File: src/rtl/sample_accumulator_if.sv
// Result channel of sample_accumulator: conversion result, valid/ready handshake
// and the sticky overrun flag.
interface sample_accumulator_if #(
  parameter int ACC_W = 5
);
  // valid_o/ready_i: a result transfers on every rising edge where valid_o && ready_i.
  // The producer holds result_o stable while valid_o=1 and never waits on ready_i.
  // A newer result may replace an unconsumed one; overrun_o records that.
  logic [ACC_W-1:0] result_o;
  logic             valid_o;
  logic             ready_i;
  logic             overrun_o;

  modport master (
    output result_o,
    output valid_o,
    output overrun_o,
    input  ready_i
  );

  modport slave (
    input  result_o,
    input  valid_o,
    input  overrun_o,
    output ready_i
  );
endinterface

File: src/rtl/sample_accumulator.sv
// Counts comparator ones over each window delimited by the cycle counter's stop pulse.
// Optional macro COMPARATOR_SYNC_EN adds a 2-flop synchronizer on comparator_i.
module sample_accumulator #(
  parameter int WINDOW_LEN = 24,
  parameter int ACC_W      = $clog2(WINDOW_LEN + 1)
) (
  input  logic                clk_i,
  input  logic                rst_n_i,
  input  logic                enable_i,
  input  logic                comparator_i,
  input  logic                stop_i,
  output logic                increment_o,
  output logic [1:0]          dbg_state_o,
  sample_accumulator_if.master res_if
);

  typedef enum logic [1:0] {
    ST_IDLE  = 2'd0,
    ST_RUN   = 2'd1,
    ST_FLUSH = 2'd2
  } state_t;

  state_t           r_state;
  logic [ACC_W-1:0] r_acc;
  logic [ACC_W-1:0] r_result;
  logic             r_valid;
  logic             r_overrun;
  logic             w_sample;

`ifdef COMPARATOR_SYNC_EN
  logic r_sync1;
  logic r_sync2;

  always_ff @(posedge clk_i or negedge rst_n_i) begin
    if (!rst_n_i) begin
      r_sync1 <= 1'b0;
      r_sync2 <= 1'b0;
    end else begin
      r_sync1 <= comparator_i;
      r_sync2 <= r_sync1;
    end
  end

  assign w_sample = r_sync2;
`else
  assign w_sample = comparator_i;
`endif

  // The counter must see increment in the same cycle, so this stays combinational.
  assign increment_o = ((r_state == ST_RUN) || (r_state == ST_FLUSH)) && !stop_i;

  always_ff @(posedge clk_i or negedge rst_n_i) begin
    if (!rst_n_i) begin
      r_state   <= ST_IDLE;
      r_acc     <= '0;
      r_result  <= '0;
      r_valid   <= 1'b0;
      r_overrun <= 1'b0;
    end else begin
      if (r_valid && res_if.ready_i) begin
        r_valid <= 1'b0;
      end
      case (r_state)
        ST_IDLE: begin
          if (enable_i) begin
            r_state   <= ST_RUN;
            r_acc     <= '0;
            r_overrun <= 1'b0;
          end
        end
        ST_RUN: begin
          if (stop_i) begin
            // Publishing wins over the handshake clear above, so a coincident accept keeps valid high.
            r_result <= r_acc;
            r_valid  <= 1'b1;
            r_acc    <= '0;
            if (r_valid && !res_if.ready_i) begin
              r_overrun <= 1'b1;
            end
            r_state <= enable_i ? ST_RUN : ST_IDLE;
          end else if (!enable_i) begin
            r_state <= ST_FLUSH;
            r_acc   <= '0;
          end else begin
            r_acc <= r_acc + {{(ACC_W-1){1'b0}}, w_sample};
          end
        end
        ST_FLUSH: begin
          // Keep the counter running to its stop so both sides land at count 0.
          if (stop_i) begin
            r_state <= ST_IDLE;
          end
        end
        default: begin
          r_state <= ST_IDLE;
        end
      endcase
    end
  end

  assign res_if.result_o  = r_result;
  assign res_if.valid_o   = r_valid;
  assign res_if.overrun_o = r_overrun;
  assign dbg_state_o      = r_state;

endmodule

File: src/flat_wrapper.sv
// flat-port wrapper written by rule: the top's interface ports become plain ports
module sample_accumulator_flat 
#(
  parameter int WINDOW_LEN = 24,
  parameter int ACC_W      = $clog2(WINDOW_LEN + 1)
)
  (clk_i, rst_n_i, enable_i, comparator_i, stop_i, increment_o, dbg_state_o, res_if_result_o, res_if_valid_o, res_if_overrun_o, res_if_ready_i);
  sample_accumulator_if #(.ACC_W(ACC_W)) res_if_i ();
  input  logic clk_i;
  input  logic rst_n_i;
  input  logic enable_i;
  input  logic comparator_i;
  input  logic stop_i;
  output logic increment_o;
  output logic [1:0] dbg_state_o;
  output wire logic [$bits(res_if_i.result_o)-1:0] res_if_result_o;
  output wire logic [$bits(res_if_i.valid_o)-1:0] res_if_valid_o;
  output wire logic [$bits(res_if_i.overrun_o)-1:0] res_if_overrun_o;
  input wire logic [$bits(res_if_i.ready_i)-1:0] res_if_ready_i;
  assign res_if_result_o = res_if_i.result_o;
  assign res_if_valid_o = res_if_i.valid_o;
  assign res_if_overrun_o = res_if_i.overrun_o;
  assign res_if_i.ready_i = res_if_ready_i;
  sample_accumulator #(.WINDOW_LEN(WINDOW_LEN), .ACC_W(ACC_W)) u_core (.clk_i(clk_i), .rst_n_i(rst_n_i), .enable_i(enable_i), .comparator_i(comparator_i), .stop_i(stop_i), .increment_o(increment_o), .dbg_state_o(dbg_state_o), .res_if(res_if_i));
endmodule
File: config.mk
export PLATFORM = sky130hd
export DESIGN_NAME = sample_accumulator_flat
export DESIGN_NICKNAME = d
export VERILOG_FILES = /design/src/rtl/sample_accumulator_if.sv /design/src/rtl/sample_accumulator.sv /design/src/flat_wrapper.sv
export SDC_FILE = /design/constraint.sdc
export NUM_CORES = 1
export LEC_CHECK = 0
export CAP_MARGIN = 0
export CORE_MARGIN = 1
export CORE_UTILIZATION = 51
export DETAILED_ROUTE_END_ITERATION = 8
export HOLD_SLACK_MARGIN = 0.05
export PLACE_DENSITY = 0.81
export REMOVE_ABC_BUFFERS = 1
export SLEW_MARGIN = 5
export SYNTH_ARGS = -nofsm -noshare
export SYNTH_HDL_FRONTEND = slang
export SYNTH_SLANG_ARGS = --single-unit
File: constraint.sdc
create_clock -name clk_i -period 4.1 [get_ports clk_i]
set_input_delay 0.82 -clock clk_i [delete_from_list [all_inputs] [get_ports clk_i]]
set_output_delay 0.82 -clock clk_i [all_outputs]
set_load 0.02 [all_outputs]
==> flow_metrics.py <==
metrics = {
    "synth": {
        "synth.avg_cell_area_sq_um": 11.4,
        "synth-edff-count": 0,
        "muxShareOfSynthArea": 0.0972,
        "netlist_area_sq_um": 721,
        "synthXorXnorAreaFrac": 0,
        "synth-simple-area-share": 0.109,
        "synth_compound_area_frac": 0.172,
        "yosysSeqAreaShare": 0.486,
        "synth_top_flop_cell": "dfrtp_1",
        "synth_async_sr_flop_share": 1.00,
        "syn-instance-count": 63,
        "ys_ff_latch": 14,
        "ys_types": 29,
        "synthAdderAreaFrac": 0.0868,
        "synth_warnings": 0,
        "synth_top_family_by_area": "compound AO/OA/AOI/OAI gates",
    },
    "power": {
        "p_leak_uw": 0.000433,
        "power_uw": 565,
        "ir_worst_vdd_v": 0.000392,
        "power_density_mw_per_mm2": 619,
    },
    "die": {
        "core_area_sq_mm": 0.00130,
        "start_util": 0.554,
        "die_height_um": 39.6,
        "rows": 13,
        "die_x_um": 39.6,
        "die-area_sq_mm": 0.00157,
        "io_pins": 16,
    },
    "detailed_routing": {
        "drt-pass1-iter-count": 4,
        "wl_per_cell_um": 13.8,
        "drt_iter0_markers": 7,
        "wl_um": 1310,
        "num_vias": 540,
        "drc": 0,
        "drtAntennaViolNets": 0,
        "routed_via_density": 5.68,
    },
    "placed_design": {
        "dp_hpwl_um": 979,
        "placed_area_sq_um": 877,
        "gp_congestion": 0.702,
        "io_buffer_count": 15,
        "pre_cts_slack_ns": 1.20,
    },
    "clock_network": {
        "numCtsBuffers": 3,
        "postCtsSetupBuffers": 0,
        "cts_root_buffer": "clkbuf_4",
        "cts.path.max_buffers": 2,
        "cts_hold_buf": 0,
        "post_cts_resized": 0,
        "cts_sinks": 14,
        "cts_tree": "built",
        "clkTransAtPathRegs_ns": 0.08,
        "clock_latency_ns": 0.28,
        "htree_levels": 1,
    },
    "global_routing": {
        "track_usage": 0.213,
        "overflow": 0,
        "grt_max_degree": 15,
        "grt_pass1_wl_um": 2130,
        "grt_pass1_vias": 516,
        "antenna_found_initial": 0,
    },
    "sta": {
        "setup_viol": 0,
        "worst_pin_slew_ns": 0.624,
        "timing.fmax_mhz": 346,
        "fin_skew_ns": 0.00247,
        "fin_crit_sh": 0.704,
        "slew_violations": 0,
        "slew_headroom": 0.583,
        "min_period_ns": 2.89,
        "rsz0062_at_grt": "false",
        "finalWorstSetupSlack_ns": 1.21,
        "setup_tns_ns": 0,
        "hold_viol_final": 0,
    },
    "worst_hold_path": {
        "hp-class": "flop to flop",
    },
    "finish": {
        "most-common-layout-cells": "clkdlybuf4s50_1, dfrtp_1, inv_1",
        "antenna_cells": 0,
        "final_nets": 92,
        "final_layout_size_suffix_gt1_frac": 0.175,
        "fin_area_sq_um": 913,
        "final_common_cell": "clkdlybuf4s50_1",
        "areaGrowthSynthToFinish_pct": 26.7,
    },
    "worst_setup_path": {
        "crit_path_end_kind": "output pin",
        "critPathRequiredTime_ns": 3.28,
        "cp_data_arrival_time_ns": 2.07,
        "path_class": "input pin to output pin",
        "cp-start-kind": "input pin",
        "worstPathMaxFanout": 6,
    },
    "status": {
        "status": "finished, final reports clean",
    },
    "job": {
        "cap_violations": 0,
    },
}
synthesized netlist by cell type, types with 2 or more instances:
| master | instances | area share |
|---|---|---|
| dfrtp_1 | 14 | 0.49 |
| inv_1 | 6 | 0.031 |
| mux2_2 | 5 | 0.078 |
| nand3_1 | 2 | 0.014 |
| a21oi_1 | 2 | 0.014 |
| a22o_2 | 2 | 0.028 |
| ha_1 | 5 | 0.087 |
| nor2b_1 | 2 | 0.017 |
| o21ai_0 | 3 | 0.021 |
| nor2_1 | 3 | 0.016 |
path summary, 6_finish.rpt:
path | startpoint | to | slack [ns] | cells past startpoint
min reg2reg | u_core.res_if.overrun_o$_DFFE_PN0P_ | u_core.res_if.overrun_o$_DFFE_PN0P_ | 0.51 | 1
min | u_core.res_if.overrun_o$_DFFE_PN0P_ | u_core.res_if.overrun_o$_DFFE_PN0P_ | 0.51 | 1
min in group asynchronous | rst_n_i | u_core.dbg_state_o[0]$_DFFE_PN0P_ | 0.92 | 1
max reg2reg | u_core.dbg_state_o[1]$_DFFE_PN0P_ | u_core.res_if.overrun_o$_DFFE_PN0P_ | 2.44 | 5
max in group asynchronous | rst_n_i | u_core.res_if.result_o[3]$_DFFE_PN0P_ | 2.77 | 1
max | stop_i | increment_o | 1.21 | 3
routing by layer:
metal	wire length, um	track usage
met5	0	0
met4	34	0.103
met3	57	0.0511
met2	635	0.357
met1	585	0.250
state kept, by name, summed over array words and instances, names as in the netlist:
name and count:
u_core.r_acc 5, u_core.res_if.result_o 5, u_core.dbg_state_o 2, u_core.res_if.overrun_o 1
u_core.res_if.valid_o 1
through the flow:
stage,hold slack (ns),instances,utilization
final,0.506,95,0.702
after detailed placement,0.483,91,0.674
after global placement,0.476,91,0.674
after global routing,0.528,95,0.702
after floorplan,0.484,61,-
after CTS,0.505,95,0.702
worst max-delay path, stage by stage:
cell,delay [ns]
clkdlybuf4s50_1,0.49
nor2b_1,0.15
clkdlybuf4s50_1,0.61
cell type report:
| type | instances | area, sq um |
|---|---|---|
| inverters | 6 | 22.5 |
| clock buffers | 4 | 36.3 |
| repair buffers | 15 | 150 |
| fillers | 111 | 388 |
| multi-input cells | 41 | 335 |
| well taps | 15 | 18.8 |
| flip-flops and latches | 14 | 350 |
power breakdown:
part	internal, uW	leakage [uW]	total [uW]	switching (uW)
Clock	54.0	0.0000210	98.3	44.3
Sequential	168	0.000190	192	24.6
Combinational	129	0.000221	275	146
cell families (layout without fill, tap and decap cells):
family                     Yosys count  count (layout)
adders and majority gates            5               5
DFF                                 14              14
buffers and inverters                8              25
muxes                                6               6
and+or+nand+nor                     13              13
AOI/OAI and AO/OA                   17              17
Power figures use the tool's default switching activity.
